**src/rtl/ram_port_arbiter.sv**
```systemverilog
// Arbitrates one RAM block-command port between an image writer and an SD reader.
// Image normally wins; a waiting SD request is forced through after SD_MAX_SKIP image grants.
module ram_port_arbiter #(
  parameter int BLOCK_WORDS = 512,
  parameter int ADDR_W      = 21,
  parameter int SD_MAX_SKIP = 3
) (
  input  logic              clk,
  input  logic              rst_,
  input  logic              img_req,
  input  logic [ADDR_W-1:0] img_addr,
  output logic              img_grant,
  output logic              img_done,
  input  logic              sd_req,
  input  logic [ADDR_W-1:0] sd_addr,
  output logic              sd_grant,
  output logic              sd_done,
  output logic              ram_cmd_valid,
  input  logic              ram_cmd_ready,
  output logic              ram_cmd_write,
  output logic [ADDR_W-1:0] ram_cmd_addr,
  input  logic              ram_word_strobe,
  output logic              busy
);

  localparam int CNT_W = (BLOCK_WORDS > 1) ? $clog2(BLOCK_WORDS) : 1;
  localparam logic [CNT_W-1:0] LAST_WORD = CNT_W'(BLOCK_WORDS - 1);
  localparam logic [CNT_W-1:0] CNT_ONE   = CNT_W'(1);
  localparam logic [3:0]       SKIP_MAX  = 4'(SD_MAX_SKIP);

  typedef enum logic [1:0] {
    IDLE = 2'd0,
    CMD  = 2'd1,
    XFER = 2'd2,
    DONE = 2'd3
  } state_t;

  state_t            state_q, state_d;
  logic [3:0]        skip_q, skip_d;
  logic [CNT_W-1:0]  cnt_q, cnt_d;
  logic [ADDR_W-1:0] addr_q, addr_d;
  logic              write_q, write_d;
  logic              img_grant_q, img_grant_d;
  logic              sd_grant_q, sd_grant_d;
  logic              img_done_q, img_done_d;
  logic              sd_done_q, sd_done_d;
  logic              valid_q, valid_d;
  logic              busy_q, busy_d;
  logic              sd_wins_s;

  // Next-state, arbitration and next-output computation
  always_comb begin
    state_d   = state_q;
    skip_d    = skip_q;
    cnt_d     = cnt_q;
    addr_d    = addr_q;
    write_d   = write_q;
    sd_wins_s = 1'b0;
    case (state_q)
      IDLE: begin
        if (img_req || sd_req) begin
          sd_wins_s = sd_req && (!img_req || (skip_q == SKIP_MAX));
          write_d   = !sd_wins_s;
          addr_d    = sd_wins_s ? sd_addr : img_addr;
          state_d   = CMD;
          if (sd_wins_s) begin
            skip_d = 4'd0;
          end else if (sd_req && (skip_q < SKIP_MAX)) begin
            skip_d = skip_q + 4'd1;
          end else begin
            skip_d = skip_q;
          end
        end else begin
          state_d = IDLE;
        end
      end
      CMD: begin
        // ram_cmd_valid is always high here, so ready alone completes the handshake
        if (ram_cmd_ready) begin
          state_d = XFER;
          cnt_d   = '0;
        end else begin
          state_d = CMD;
        end
      end
      XFER: begin
        if (ram_word_strobe) begin
          if (cnt_q == LAST_WORD) begin
            state_d = DONE;
            cnt_d   = '0;
          end else begin
            cnt_d = cnt_q + CNT_ONE;
          end
        end else begin
          cnt_d = cnt_q;
        end
      end
      DONE: begin
        // Drop the latched command so the port reads all-zero while idle
        state_d = IDLE;
        addr_d  = '0;
        write_d = 1'b0;
      end
      default: begin
        state_d = IDLE;
      end
    endcase

    img_grant_d = ((state_d == CMD) || (state_d == XFER)) && write_d;
    sd_grant_d  = ((state_d == CMD) || (state_d == XFER)) && !write_d;
    img_done_d  = (state_d == DONE) && write_d;
    sd_done_d   = (state_d == DONE) && !write_d;
    valid_d     = (state_d == CMD);
    busy_d      = (state_d != IDLE);
  end

  // State and registered outputs
  always_ff @(posedge clk or negedge rst_) begin
    if (!rst_) begin
      state_q     <= IDLE;
      skip_q      <= 4'd0;
      cnt_q       <= '0;
      addr_q      <= '0;
      write_q     <= 1'b0;
      img_grant_q <= 1'b0;
      sd_grant_q  <= 1'b0;
      img_done_q  <= 1'b0;
      sd_done_q   <= 1'b0;
      valid_q     <= 1'b0;
      busy_q      <= 1'b0;
    end else begin
      state_q     <= state_d;
      skip_q      <= skip_d;
      cnt_q       <= cnt_d;
      addr_q      <= addr_d;
      write_q     <= write_d;
      img_grant_q <= img_grant_d;
      sd_grant_q  <= sd_grant_d;
      img_done_q  <= img_done_d;
      sd_done_q   <= sd_done_d;
      valid_q     <= valid_d;
      busy_q      <= busy_d;
    end
  end

  assign img_grant     = img_grant_q;
  assign sd_grant      = sd_grant_q;
  assign img_done      = img_done_q;
  assign sd_done       = sd_done_q;
  assign ram_cmd_valid = valid_q;
  assign ram_cmd_write = write_q;
  assign ram_cmd_addr  = addr_q;
  assign busy          = busy_q;

endmodule

```
**config.mk**
```make
export PLATFORM = sky130hd
export DESIGN_NAME = ram_port_arbiter
export DESIGN_NICKNAME = d
export VERILOG_FILES = /design/src/rtl/ram_port_arbiter.sv
export SDC_FILE = /design/constraint.sdc
export NUM_CORES = 1
export LEC_CHECK = 0
export ABC_AREA = 1
export CAP_MARGIN = 15
export CORE_ASPECT_RATIO = 0.75
export CORE_UTILIZATION = 35
export DETAILED_ROUTE_END_ITERATION = 7
export GPL_TIMING_DRIVEN = 0
export MAX_ROUTING_LAYER = met4
export PLACE_DENSITY = 0.77
export SKIP_CTS_REPAIR_TIMING = 1
export SLEW_MARGIN = 20
export SYNTH_ARGS = -nofsm -noshare
export SYNTH_HDL_FRONTEND = slang
export SYNTH_SLANG_ARGS = --single-unit
```
**constraint.sdc**
```tcl
create_clock -name clk -period 1.8 [get_ports clk]
set_input_delay 0.36 -clock clk [delete_from_list [all_inputs] [get_ports clk]]
set_output_delay 0.36 -clock clk [all_outputs]
set_load 0.05 [all_outputs]
```
* Word-level counts from Yosys, hierarchy flattened
Index checks and enable logic that the tools add are counted.
Word-level totals: bits in registers 43, input port bits 48, output and inout port bits 28, logic and storage cells 61
Operators by class: add/sub/neg operators 2, order comparisons 1, equal/unequal tests 11, mux-type cells 16, reductions and logical operators 20
Operator list (number):
- $mux W21 | 2
- $pmux W21 S2 | 1
- $mux W9 | 3
- $pmux W9 S2 | 1
- $add A9 B1 Y9 const B | 1
- $eq A9 B9 Y1 const B | 1
- $eq A2 B2 Y1 const B | 4
- $mux W4 | 2
- $pmux W2 S4 | 1
- $reduce_bool A2 Y1 | 4
- $logic_and A1 B1 Y1 | 6
- $mux W2 | 3
- $ne A2 B2 Y1 const B | 3
- $reduce_and A3 Y1 | 2
- $add A4 B1 Y4 const B | 1
- $eq A2 B1 Y1 const B | 2
- $eq A4 B2 Y1 const B | 1
- $lt A4 B2 Y1 const B | 1
- $logic_not A1 Y1 | 3
- $logic_or A1 B1 Y1 | 3
- $logic_not A2 Y1 | 1
- $mux W1 | 2
- $pmux W1 S2 | 1
- $reduce_and A2 Y1 | 1

* Depth between registers and ports, before layout
word-level depth 8, gate-level depth with buffers 15, mapped depth without buffers 15

* Worst setup path after synthesis
No wires, ideal clock.
path type register to register, start register cnt_q[0], end register sd_grant_q, in the netlist sd_grant, arrival time 1751 ps, required time 1723 ps, slack -28 ps, cell stages (with the launch flop) 15, path buffers 0, path through dfrtp_1 > ha_1 > nand2_1 > nor2_1 > nand3b_1 > nor2_1 > ha_1 > nand2_1 > nand2_1 > nand2_1 > nand2_1 > nand2_1 > nand2_1 > ha_1 > a21oi_1
Between the ends: word-level cells in the longest chain between the ends 7
Ends and longest elaborated chain:
- from (decl) | RTL line 40 | logic [CNT_W-1:0] cnt_q, cnt_d;
- from (signal assigned) | RTL line 134 | cnt_q <= cnt_d;
- $eq A9 B9 Y1 * | RTL line 88 | if (cnt_q == LAST_WORD) begin
- $mux W2 * | RTL line 88
- $mux W2 * | RTL line 87 | if (ram_word_strobe) begin
- $pmux W2 S4 * | RTL line 59 | case (state_q)
- via state_d[0] | RTL line 38 | state_t state_q, state_d;
- $eq A2 B1 Y1 or $eq A2 B2 Y1 (tied branches) | RTL line 110 | sd_grant_d = ((state_d == CMD) || (state_d == XFER)) && !write_d;
- $logic_or A1 B1 Y1 * | RTL line 110
- $logic_and A1 B1 Y1 * | RTL line 110
- via sd_grant_d | RTL line 44 | logic sd_grant_q, sd_grant_d;
- to (signal assigned) | RTL line 138 | sd_grant_q <= sd_grant_d;
- to (decl) | RTL line 44
Mark *: on every way through the listed nets, which the timed path passes. The rest lies on a longest branch. A chain may end at the register's enable or synchronous reset.

* Final worst setup path
Same ends and word-level chain as after synthesis.

==> results.env <==
OUTCOME='finished with violations'
VIOLATIONS='setup timing'
HP-CLASS='in2async'
NORMALIZED_MAX_SLEW_MARGIN_PCT=61.0
LAST_WEIGHTED_CONGESTION_VALUE_OF_THE_ROUTABILITY_DRIVEN_PLACER=0.785
DIE_Y_UM=71.1
PATH_CLK_SLEW_NS=0.08
POWER_DENSITY_nW_PER_UM2=1620
GRT_START_MAX_NET_PINS=25
NETS=435
SYNTH-EDFF-COUNT=0
INITIAL_CORE_UTIL_PCT=37.2
POST-ROUTE-MIN-PERIOD_NS=1.95
FIRST_ITER_VIOLATIONS=68
CRITICAL_PATH.REG2REG.STARTPOINT='cnt_q[0]'
HOLD_WS_NS=0.0619
CRITICAL_PATH_ARRIVAL_NS=2.16
GRT_USAGE_PCT=17.5
FP.DIEAREA_UM2=6690
DETAIL_ROUTE.VIAS_PER_CELL=4.59
FINAL-SEQ-AREA_UM2=1080
YS_SEQ_AREA_SHARE_PCT=48.3
PLACEDINSTANCEAREA_UM2=3100
TIMING_WORST_SLEW_PIN_VALUE_NS=0.585
MAXCLOCKFREQUENCY_GHz=0.514
DESIGN.PORTCOUNT=76
POST_SYNTH_MAIN_AREA_CONTRIBUTORS='dfrtp_1, nand2_1, inv_1'
CTS-ROOT-TO-SINK-BUFFERS=2
SYNTH_AREA_PER_CELL_UM2=7.65
TRITONCTS_CLOCK_TREE='yes'
MAPPEDNETLISTNETS=349
DRT_WL_TOTAL_MM=5.32
GLOBALROUTEOVERFLOWTOTAL=0
PORT_BUFFERS=75
FINAL_TOTAL_PWR_W=0.00542
LAYOUT_CELL_SHARE_WITH_DRIVE_STRENGTH_BEYOND_1_PCT=11.4
WORST_SLACK_NS=-0.145
PRE_CTS_WS_NS=-0.230
DIE_WIDTH_UM=94.1
CP_MAX_FO=4
CRITICAL_PATH_REQUIRED_NS=2.02
DR.PASS1.ITERS=4
POST_SYNTH_INST_COUNT=291
P_LEAK_nW=1.93
TIMING.REG2REG.SETUP_SLACK_NS=-0.15
REMAINING_DRC_ERRORS=0
AREA_GROWTH_PCT=50.5
SYN-CELL-AREA_UM2=2230
CTS_SINKS=43
POST-ROUTE-CELL-AREA_UM2=3350
SYNTH_SEQ_CELLS=43
NETLIST_TOP_CELLS_COUNT='nand2_1, dfrtp_1, inv_1'
DR_TOTAL_VIAS=2092
INSERTEDDIODECOUNT=0
CLK-INSERTION-DELAY-LATE_NS=0.29
FINAL_LAYOUT_SETUP_TOTAL_NEGATIVE_SLACK_NS=-0.563
YS_DOMINANT_REG_CELL='dfrtp_1'
TRITONCTS.NUM_BUFFERS=5
MAX-CAP-VIOLATIONS=0
PERIOD_UTILIZATION_POST_ROUTE_PCT=108
SYNTH-WARNING-COUNT=0
CLOCK_TREE.HTREE_LEVEL_COUNT=2
MULTI_INPUT_COMB_AREA_UM2=1010
STANDARD_CELL_ROW_COUNT=24
ASYNC_SET_OR_RESET_REGISTER_RATIO_AFTER_SYNTHESIS_PCT=100
POWER.IR.VDD_WORST_mV=0.912
SYNTH.MOST_COMMON_CELL='nand2_1'
NETLIST.AREA_LEADER.SHARE_PCT=48.3
ANT_NETS=0
CRITPATHKIND='reg2reg'
DETAIL_ROUTE.WL_PER_CELL_UM=11.7
N_FILL_CELL=572
CP-END-KIND='register'
TIMING.REG2REG.WORST_PATH_DEPTH=14
SETUP.WORST_PATH.START_CLASS='register'
REPORT.FINAL.HOLD_VIOL_COUNT=0
SKEW_NS=0.00836
GRT_PASS1_WL_MM=8.96
CRIT-REG2REG-CAPTURE='sd_grant'
SETUP_VIOLATIONS=5
CORE_FOOTPRINT_UM2=5980
CLK_ROOT_BUFFER_CELL='clkbuf_8'
ANTENNA_FOUND_INITIAL=0
SYNTH_TOP_CELL_BY_AREA='dfrtp_1'
NETLIST-CELL-TYPE-COUNT=21
DETAILED_PLACE_HPWL_MM=3.93
DRV_SLEW=0
RSZ_0062_RAISED_AFTER_GLOBAL_ROUTING='yes'
GRT_PASS1_VIAS=1982
[state kept, by name, summed over array words and instances (netlist names), 2 cells and up]
register	count
skip_q	4
state_q	2
ram_cmd_addr	21
cnt_q	9
[layout make-up]
cell class              count  area share (%)
multi-input cells         195            30.3
clock buffers               5            2.05
clock inverters             3           0.448
inverters                  43            4.89
well taps                  78            2.91
plain buffers              10            1.61
flip-flops and latches     43            32.1
repair buffers             79            25.7
[metrics by stage]
stage	cells	utilization, %
final	456	56.1
after global routing	456	56.1
after CTS	453	53.4
after detailed placement	445	51.9
after global placement	444	51.6
after floorplan	291	-
[per-layer routing]
metal | GRT usage [%] | routed length, µm
met1 | 23.4 | 2510
met2 | 27.1 | 2510
met3 | 4.19 | 280
met4 | 3.59 | 23
met5 | - | 0
[report_power, final]
| group | switching [W] | internal (W) | leakage [nW] |
|---|---|---|---|
| Clock | 0.000319 | 0.000266 | 0.0477 |
| Sequential | 0.000175 | 0.00132 | 0.551 |
| Combinational | 0.00221 | 0.00113 | 1.34 |
[placed cells by master, fill, tap and decap left out, drive strengths merged]
cell           netlist  layout
dfrtp               43      43
o21ai               29      29
inv                 43      43
nand2               77      77
nand3b               1       1
o21bai               1       1
nor2                38      38
a21oi               11      11
clkbuf               3       8
buf                  7      12
nor3                 2       2
ha                  10      10
clkdlybuf4s50        0      48
clkinv               0       3
dlymetal6s2s         0      26
nand3               26      26
[critical path: stages, from the launching register on]
cell and delay (ns):
dfrtp_1 0.43, ha_4 0.17, nand2_4 0.05, nor2_4 0.12, nand3b_1 0.11, nor2_1 0.13, ha_2 0.20, nand2_2 0.05
nand2_1 0.05, nand2_1 0.04, nand2_1 0.07, nand2_2 0.06, nand2_4 0.09, ha_4 0.21, a21oi_2 0.09
[logic make-up after synthesis]
logic type / after synthesis / synth area share, %
DFF: 43 / 48.3
AOI/OAI and AO/OA: 41 / 9.67
adders and majority gates: 10 / 5.62
buffers and inverters: 53 / 9.67
and+or+nand+nor: 144 / 26.7
[worst max-delay path by stage]
stage                  start                to  cells after the start
floorplan           cnt_q[0]          sd_grant                     14
global placement        rst_  ram_cmd_addr[15]                      1
detailed placement   img_req          sd_grant                      6
CTS                 cnt_q[0]          sd_grant                     14
global route        cnt_q[0]          sd_grant                     14
finish              cnt_q[0]          sd_grant                     14
Power figures use the tool's default switching activity.
